[src/rtl/puf_response_collector_if.sv]
// Interface bundling the collector's host-side and arbiter-side signals.
//   master : the collector (drives arb_reset, challenge_out, busy, bit_index,
//            response, valid, timeout_err; receives start, challenge_base,
//            arb_done, arb_out)
//   slave  : the environment (host plus race_arbiter), opposite directions
interface puf_response_collector_if #(
  parameter int unsigned RESP_BITS = 32,
  parameter int unsigned CHAL_BITS = 8
);
  localparam int unsigned IdxW = $clog2(RESP_BITS);

  logic                 start;
  logic [CHAL_BITS-1:0] challenge_base;
  logic                 arb_done;
  logic                 arb_out;
  logic                 arb_reset;
  logic [CHAL_BITS-1:0] challenge_out;
  logic                 busy;
  logic [IdxW-1:0]      bit_index;
  logic [RESP_BITS-1:0] response;
  logic                 valid;
  logic                 timeout_err;

  modport master (
    input  start, challenge_base, arb_done, arb_out,
    output arb_reset, challenge_out, busy, bit_index, response, valid, timeout_err
  );

  modport slave (
    output start, challenge_base, arb_done, arb_out,
    input  arb_reset, challenge_out, busy, bit_index, response, valid, timeout_err
  );
endinterface

[src/rtl/puf_response_collector.sv]
// Sweeps RESP_BITS consecutive challenges through the RO race stage and packs
// one arbiter decision per challenge into a response word.
// Ports:
//   clk     : system clock
//   reset_n : asynchronous active-low reset
//   bus     : puf_response_collector_if.master
//             start/challenge_base from host, arb_done/arb_out from the
//             arbiter (asynchronous), arb_reset/challenge_out to the race
//             stage, busy/bit_index/response/valid/timeout_err to readout.
module puf_response_collector #(
  parameter int unsigned RESP_BITS      = 32,
  parameter int unsigned CHAL_BITS      = 8,
  parameter int unsigned SETTLE_CYCLES  = 4,
  parameter int unsigned TIMEOUT_CYCLES = 65535
) (
  input logic                      clk,
  input logic                      reset_n,
  puf_response_collector_if.master bus
);

  localparam int unsigned IdxW    = $clog2(RESP_BITS);
  localparam int unsigned SettleW = $clog2(SETTLE_CYCLES + 1);
  localparam int unsigned TmoW    = $clog2(TIMEOUT_CYCLES);

  localparam logic [IdxW-1:0]    LastIdx    = IdxW'(RESP_BITS - 1);
  localparam logic [SettleW-1:0] SettleLast = SettleW'(SETTLE_CYCLES - 1);
  localparam logic [TmoW-1:0]    TmoLast    = TmoW'(TIMEOUT_CYCLES - 1);

  typedef enum logic [2:0] {
    StIdle, StClear, StRace, StCapture, StNext, StFinish
  } state_e;

  state_e               state_q, state_d;
  logic                 done_meta_q, done_s_q;
  logic                 out_meta_q, out_s_q;
  logic [SettleW-1:0]   settle_q, settle_d;
  logic [TmoW-1:0]      tmo_q, tmo_d;
  logic                 timed_out_q, timed_out_d;
  logic [CHAL_BITS-1:0] chal_q, chal_d;
  logic [IdxW-1:0]      idx_q, idx_d;
  logic [RESP_BITS-1:0] resp_q, resp_d;
  logic                 busy_q, busy_d;
  logic                 valid_q, valid_d;
  logic                 tmo_err_q, tmo_err_d;
  logic                 arb_reset_q, arb_reset_d;

  // Two-flop synchronisers for the asynchronous arbiter outputs.
  always_ff @(posedge clk or negedge reset_n) begin
    if (!reset_n) begin
      done_meta_q <= 1'b0;
      done_s_q    <= 1'b0;
      out_meta_q  <= 1'b0;
      out_s_q     <= 1'b0;
    end else begin
      done_meta_q <= bus.arb_done;
      done_s_q    <= done_meta_q;
      out_meta_q  <= bus.arb_out;
      out_s_q     <= out_meta_q;
    end
  end

  always_comb begin
    state_d     = state_q;
    settle_d    = settle_q;
    tmo_d       = tmo_q;
    timed_out_d = timed_out_q;
    chal_d      = chal_q;
    idx_d       = idx_q;
    resp_d      = resp_q;
    busy_d      = busy_q;
    tmo_err_d   = tmo_err_q;

    case (state_q)
      StIdle: begin
        if (bus.start) begin
          chal_d    = bus.challenge_base;
          resp_d    = '0;
          tmo_err_d = 1'b0;
          idx_d     = '0;
          busy_d    = 1'b1;
          settle_d  = '0;
          state_d   = StClear;
        end
      end
      StClear: begin
        if (settle_q == SettleLast) begin
          tmo_d       = '0;
          timed_out_d = 1'b0;
          state_d     = StRace;
        end else begin
          settle_d = settle_q + 1'b1;
        end
      end
      StRace: begin
        // A done_s already high on entry is accepted; CLEAR is long enough
        // to flush the previous race's done through the synchroniser.
        if (done_s_q) begin
          state_d = StCapture;
        end else if (tmo_q == TmoLast) begin
          timed_out_d = 1'b1;
          tmo_err_d   = 1'b1;
          state_d     = StCapture;
        end else begin
          tmo_d = tmo_q + 1'b1;
        end
      end
      StCapture: begin
        resp_d[idx_q] = timed_out_q ? 1'b0 : out_s_q;
        state_d       = StNext;
      end
      StNext: begin
        if (idx_q == LastIdx) begin
          state_d = StFinish;
        end else begin
          idx_d    = idx_q + 1'b1;
          chal_d   = chal_q + 1'b1;
          settle_d = '0;
          state_d  = StClear;
        end
      end
      StFinish: begin
        busy_d  = 1'b0;
        state_d = StIdle;
      end
      default: state_d = StIdle;
    endcase

    // Registered decodes of the next state keep these outputs glitch-free;
    // arb_reset in particular feeds asynchronous resets downstream.
    valid_d     = (state_d == StFinish);
    arb_reset_d = (state_d != StRace);
  end

  always_ff @(posedge clk or negedge reset_n) begin
    if (!reset_n) begin
      state_q     <= StIdle;
      settle_q    <= '0;
      tmo_q       <= '0;
      timed_out_q <= 1'b0;
      chal_q      <= '0;
      idx_q       <= '0;
      resp_q      <= '0;
      busy_q      <= 1'b0;
      valid_q     <= 1'b0;
      tmo_err_q   <= 1'b0;
      arb_reset_q <= 1'b1;
    end else begin
      state_q     <= state_d;
      settle_q    <= settle_d;
      tmo_q       <= tmo_d;
      timed_out_q <= timed_out_d;
      chal_q      <= chal_d;
      idx_q       <= idx_d;
      resp_q      <= resp_d;
      busy_q      <= busy_d;
      valid_q     <= valid_d;
      tmo_err_q   <= tmo_err_d;
      arb_reset_q <= arb_reset_d;
    end
  end

  assign bus.arb_reset     = arb_reset_q;
  assign bus.challenge_out = chal_q;
  assign bus.busy          = busy_q;
  assign bus.bit_index     = idx_q;
  assign bus.response      = resp_q;
  assign bus.valid         = valid_q;
  assign bus.timeout_err   = tmo_err_q;

endmodule

[src/flat_wrapper.sv]
// flat-port wrapper written by rule: the top's interface ports become plain ports
module puf_response_collector_flat 
#(
  parameter int unsigned RESP_BITS      = 32,
  parameter int unsigned CHAL_BITS      = 8,
  parameter int unsigned SETTLE_CYCLES  = 4,
  parameter int unsigned TIMEOUT_CYCLES = 65535
)
  (clk, reset_n, bus_start, bus_challenge_base, bus_arb_done, bus_arb_out, bus_arb_reset, bus_challenge_out, bus_busy, bus_bit_index, bus_response, bus_valid, bus_timeout_err);
  puf_response_collector_if #(.RESP_BITS(RESP_BITS), .CHAL_BITS(CHAL_BITS)) bus_i ();
  input logic clk;
  input logic reset_n;
  input wire logic [$bits(bus_i.start)-1:0] bus_start;
  input wire logic [$bits(bus_i.challenge_base)-1:0] bus_challenge_base;
  input wire logic [$bits(bus_i.arb_done)-1:0] bus_arb_done;
  input wire logic [$bits(bus_i.arb_out)-1:0] bus_arb_out;
  output wire logic [$bits(bus_i.arb_reset)-1:0] bus_arb_reset;
  output wire logic [$bits(bus_i.challenge_out)-1:0] bus_challenge_out;
  output wire logic [$bits(bus_i.busy)-1:0] bus_busy;
  output wire logic [$bits(bus_i.bit_index)-1:0] bus_bit_index;
  output wire logic [$bits(bus_i.response)-1:0] bus_response;
  output wire logic [$bits(bus_i.valid)-1:0] bus_valid;
  output wire logic [$bits(bus_i.timeout_err)-1:0] bus_timeout_err;
  assign bus_i.start = bus_start;
  assign bus_i.challenge_base = bus_challenge_base;
  assign bus_i.arb_done = bus_arb_done;
  assign bus_i.arb_out = bus_arb_out;
  assign bus_arb_reset = bus_i.arb_reset;
  assign bus_challenge_out = bus_i.challenge_out;
  assign bus_busy = bus_i.busy;
  assign bus_bit_index = bus_i.bit_index;
  assign bus_response = bus_i.response;
  assign bus_valid = bus_i.valid;
  assign bus_timeout_err = bus_i.timeout_err;
  puf_response_collector #(.RESP_BITS(RESP_BITS), .CHAL_BITS(CHAL_BITS), .SETTLE_CYCLES(SETTLE_CYCLES), .TIMEOUT_CYCLES(TIMEOUT_CYCLES)) u_core (.clk(clk), .reset_n(reset_n), .bus(bus_i));
endmodule
[config.mk]
export PLATFORM = sky130hd
export DESIGN_NAME = puf_response_collector_flat
export DESIGN_NICKNAME = d
export VERILOG_FILES = /design/src/rtl/puf_response_collector_if.sv /design/src/rtl/puf_response_collector.sv /design/src/flat_wrapper.sv
export SDC_FILE = /design/constraint.sdc
export NUM_CORES = 1
export LEC_CHECK = 0
export ABC_CLOCK_PERIOD_IN_PS = 6950
export BUFFER_PORTS_ARGS = -buffer_cell sky130_fd_sc_hd__clkbuf_2
export CAP_MARGIN = 20
export CORE_ASPECT_RATIO = 0.9
export CORE_UTILIZATION = 50
export DETAILED_ROUTE_END_ITERATION = 10
export GPL_TIMING_DRIVEN = 0
export PLACE_DENSITY_LB_ADDON = 0.2
export SLEW_MARGIN = 20
export SYNTH_ARGS = -nofsm -noshare
export SYNTH_HDL_FRONTEND = slang
export SYNTH_SLANG_ARGS = --single-unit
[constraint.sdc]
create_clock -name clk -period 6.95 [get_ports clk]
set_input_delay 1.0425 -clock clk [delete_from_list [all_inputs] [get_ports clk]]
set_output_delay 1.0425 -clock clk [all_outputs]
set_load 0.02 [all_outputs]
== Word-level counts from Yosys, hierarchy flattened ==
Cells that the tools add are included.
Cells by class
  equal/unequal tests: 17
  mux-type cells: 34
  add/subtract/negate cells: 4
  reduce and logical (&&, ||, !) cells: 15
  $lt $le $gt $ge: 2
Operator list (count)
  32-bit case mux with 2 select lines: 1
  16-bit 2-to-1 mux: 3
  32-bit bitwise mux: 1
  32-bit 2-to-1 mux: 1
  16-bit case mux with 2 select lines: 1
  3-bit 2-to-1 mux: 8
  16-bit by 1-bit adder with 16-bit output (second input constant): 1
  16-bit == test (second input constant): 1
  8-bit 2-to-1 mux: 2
  8-bit case mux with 2 select lines: 1
  4-bit AND reduction: 4
  3-bit case mux with 5 select lines: 1
  5-bit 2-to-1 mux: 2
  2-bit inequality test (second input constant): 5
  5-bit case mux with 2 select lines: 1
  2-bit nonzero test: 5
  3-bit by 2-bit == test with 1-bit output (second input constant): 3
  3-bit == test (second input constant): 3
  3-bit case mux with 3 select lines: 1
  8-bit by 1-bit adder with 8-bit output (second input constant): 1
  1-bit 2-to-1 mux: 7
  5-bit by 6-bit < comparator with 1-bit output (second input constant): 1
  1-bit case mux with 2 select lines: 3
  5-bit by 1-bit adder with 5-bit output (second input constant): 1
  12 further kinds: 14
Word-level totals
  bits in registers: 76
  output and inout bits: 49
  input bits: 13
  logic and storage cells: 87

== Depth between registers and ports, before layout ==
  depth after elaboration: 6
  mapped depth: 9
  mapped depth without buffers: 8

== Worst setup path before layout ==
OpenSTA, ideal clock, no wires.
  path kind: register to register
  from: reg u_core.idx_q[0], in the netlist u_core.bus.bit_index[0]
  to: reg u_core.idx_q[0], in the netlist u_core.bus.bit_index[0]
  clock period less this slack: 2.408 ns
  arrival time: 2.283 ns
  setup time: 0.125 ns
  path buffers: 1
  data required time: 6.825 ns
  setup slack: 4.542 ns
  stages on the path, launching flop included: 8
  path through: dfrtp_1 -> ha_1 -> clkbuf_1 -> and3_1 -> ha_1 -> nor4b_2 -> nor2_1 -> mux2_2
Between the ends
  word-level cells in the longest chain between the ends: 3
  elaborated cells between the ends (all ways): 6
  classes of those cells: 1 x add/sub; 2 x eq/ne; 2 x mux; 1 x reduce/logical
RTL lines
  start, declared: line puf_response_collector.sv:40  | logic [IdxW-1:0] idx_q, idx_d;
  start signal, assigned: line puf_response_collector.sv:153  | idx_q <= idx_d;
  5-bit by 1-bit adder with 5-bit output / 5-bit == test (equally long branches): line puf_response_collector.sv:115, puf_response_collector.sv:112
  5-bit 2-to-1 mux / 2-bit inequality test (equally long branches)
  5-bit case mux with 2 select lines / 3-bit AND reduction (equally long branches)
Several ways; a longest one is shown, not always the timed one. The select of a mux whose other input is x is not followed.
A chain may end at the register's enable or synchronous reset.

== Worst setup path after layout ==
Ends and elaborated chain as after synthesis.

==> flow_summary.toml <==
[global_routing]
grt_pass1_wl_mm = 14.84
grt.total_usage_pct = 24.41
grt_max_degree = 42
busiest_layer = "met1"
met1_usage_pct = 36.08
met3_usage_pct = 6.284
antenna_found_initial = 0
grt_pass1_vias = 3021
overflow = 0
grt_use_met2_pct = 35.09

[timing]
fin_crit_sh_pct = 40.01
max_freq_ghz = 0.3596
post-route-min-period_ns = 2.781
setup_viol = 0
worst_slew_pin_slew_ns = 0.7550
hold_viol_final = 0
tns_ns = 0
skew_ns = 0.01157
rsz0062_at_grt = "no"
drv_slew = 0
fin_hold_ws_ns = 0.3437
setup_slack_ns = 4.169
relSlewSlack_pct = 49.54

[layout]
nFillCells = 636
nNetsFinal = 496
insertedDiodeCount = 0
drive_gt1_share_pct = 18.20
final_common_cell = "o21ai_0"
finalInstanceArea_sq_mm = 0.004350
syn_to_final_growth_pct = 17.19
mostFrequentLayoutCells = "o21ai_0, dfrtp_1, clkbuf_2"

[yosys]
synthesis.area_sq_mm = 0.003712
syn_nets = 423
avgSynthCellArea_sq_um = 9.281
ys.flop_type = "dfrtp_1"
ys_ff_latch = 76
synthCells = 400
synthTopCellsByArea = "dfrtp_1, o21ai_0, a21oi_1"
yosysTopAreaCell = "dfrtp_1"
yosys_warnings = 0
ys_async_sr_fraction_pct = 100.0
synth.top_cell.area_share_pct = 50.56
synth-edff-count = 0
yosysSeqAreaShare_pct = 51.26
synth_cell_types = 47

[clock_tree]
insertion_delay_ns = 0.34
cts_resized = 0
ctsHoldBuffers = 0
h-tree-depth = 3
cts_num_sinks = 76
tritoncts = "done"
cts_buffers = 9
clk_pin_slew_ns = 0.08
cts_setup_buffers = 0
ctsRootBufferMaster = "clkbuf_8"
clock_path_buffers = 2

[drt]
routed_wirelength_mm = 8.805
wl_per_cell_um = 15.42
drc = 0
dr.pass1.iters = 5
vias = 3326
vias_per_cell = 5.825
drtIter0Drc = 249
ant_nets = 0

[power_and_ir_drop]
switching_share_pct = 38.49
power_frac_comb_pct = 32.6
p_leak_nw = 2.011
power_density_mw_per_mm2 = 306.0
p_switching_mw = 0.5123
clockPowerShare_pct = 24.9
ir_drop_v = 0.0001399
intPower_mw = 0.8188
p_seq_share_pct = 42.5

[setup_path]
cp_data_required_time_ns = 7.18
path_cells = "ha_1 > clkbuf_1 > and3_1 > ha_1 > nor4b_2 > nor2_1 > mux2_2"
setup.worst_path.end_class = "register"
cp.arrival_ns = 3.01
path_max_fanout = 9
slowest_stage = "nor4b_2"
crit_top_cell = "ha_1"
critical_path_class = "register to register"
critPathMaxStageDelay_ns = 0.60
worstSetupStartpointType = "register"

[min_path]
hold_class = "register to register"

[floorplan]
die_h_um = 83.75
die_w_um = 92.83
core_sq_mm = 0.007112
rows = 29
initial_core_util_pct = 52.20
io_pins = 62
die_area_sq_mm = 0.007774

[placed_design]
dp_slack_ns = 4.217
routabilityCongestion = 0.8204
placed_area_sq_mm = 0.004156
dpl.hpwl_mm = 6.187
io_buffers = 61

[status]
status = "finished clean"

[flow_run]
timing.max_cap.violations = 0
## power by group through the flow
stage	clock [mW]	sequential [mW]	combinational [mW]
after floorplan	0	0.602	0.262
after global placement	0	0.569	0.418
after detailed placement	0	0.573	0.430
after CTS	0.340	0.565	0.433
after global routing	0.362	0.574	0.486
final	0.332	0.566	0.434
## sequential cells by signal, summed over array words and instances, names as in the netlist, 3 cells and up
name / cells
u_core.bus.challenge_out: 8
u_core.state_q: 3
u_core.bus.bit_index: 5
u_core.bus.response: 32
u_core.tmo_q: 16
u_core.settle_q: 3
## final timing paths
check | from | end | slack (ns) | cells after the start
max | u_core.bus.bit_index[0] | u_core.bus.bit_index[0] | 4.17 | 7
min | u_core.done_meta_q | u_core.done_s_q | 0.34 | 0
max reg2reg | u_core.bus.bit_index[0] | u_core.bus.bit_index[0] | 4.17 | 7
min reg2reg | u_core.done_meta_q | u_core.done_s_q | 0.34 | 0
max in group asynchronous | reset_n | u_core.bus.arb_reset | 5.62 | 2
min in group asynchronous | reset_n | u_core.bus.challenge_out[5] | 0.68 | 1
## final cells by class
cell class                 instances  area (sq um)  area share, %
clock buffer                      12         145.1          3.336
multi-input combinational        294          1692          38.88
inverter                           9         33.78         0.7765
timing repair buffer              62         327.8          7.535
buffer                            21         83.83          1.927
tap                               93         116.4          2.675
sequential                        76          1903          43.74
clock inverter                     4         48.80          1.122
## critical path: cells and delay by family (launching register included)
family	cells	cell delay, ns
simple gates	3	1.18
fa+ha+maj	2	0.47
mux	1	0.33
buf+inv	1	0.22
flops	1	0.46
## logic make-up (layout without fill, tap and decap cells)
kind of cell,count (synthesis),count (layout),synth area share (%)
AOI/OAI and AO/OA,145,145,20.76
and+or+nand+nor,123,123,17.59
DFF,76,76,51.26
buffers and inverters,30,108,3.168
xor gates and xnor gates,15,15,3.539
adders and majority gates,10,10,3.370
muxes,1,1,0.3033
## synth_stat cells (5+ instances only)
master and n:
a21oi_1 48, nor3_1 10, nand3_1 19, dfrtp_1 75, clkbuf_1 16, ha_1 10
nand2_1 30, xnor2_1 11, inv_1 8, or3_1 5, o21ai_0 77, nor2_1 27
and3_1 8
## through the flow
| step | power (mW) | utilization, % | cells |
|---|---|---|---|
| after floorplan | 0.8635 | - | 400 |
| after global placement | 0.9871 | 58.13 | 554 |
| after detailed placement | 1.004 | 58.44 | 555 |
| after CTS | 1.338 | 61.17 | 571 |
| after global routing | 1.422 | 61.17 | 571 |
| final | 1.331 | 61.17 | 571 |
## metal layers
layer	vias to the layer above	share of wire, %
li1	1590	-
met1	1614	47
met2	110	45
met3	12	6.6
met4	0	1.4
met5	-	0
Power figures use the tool's default switching activity.
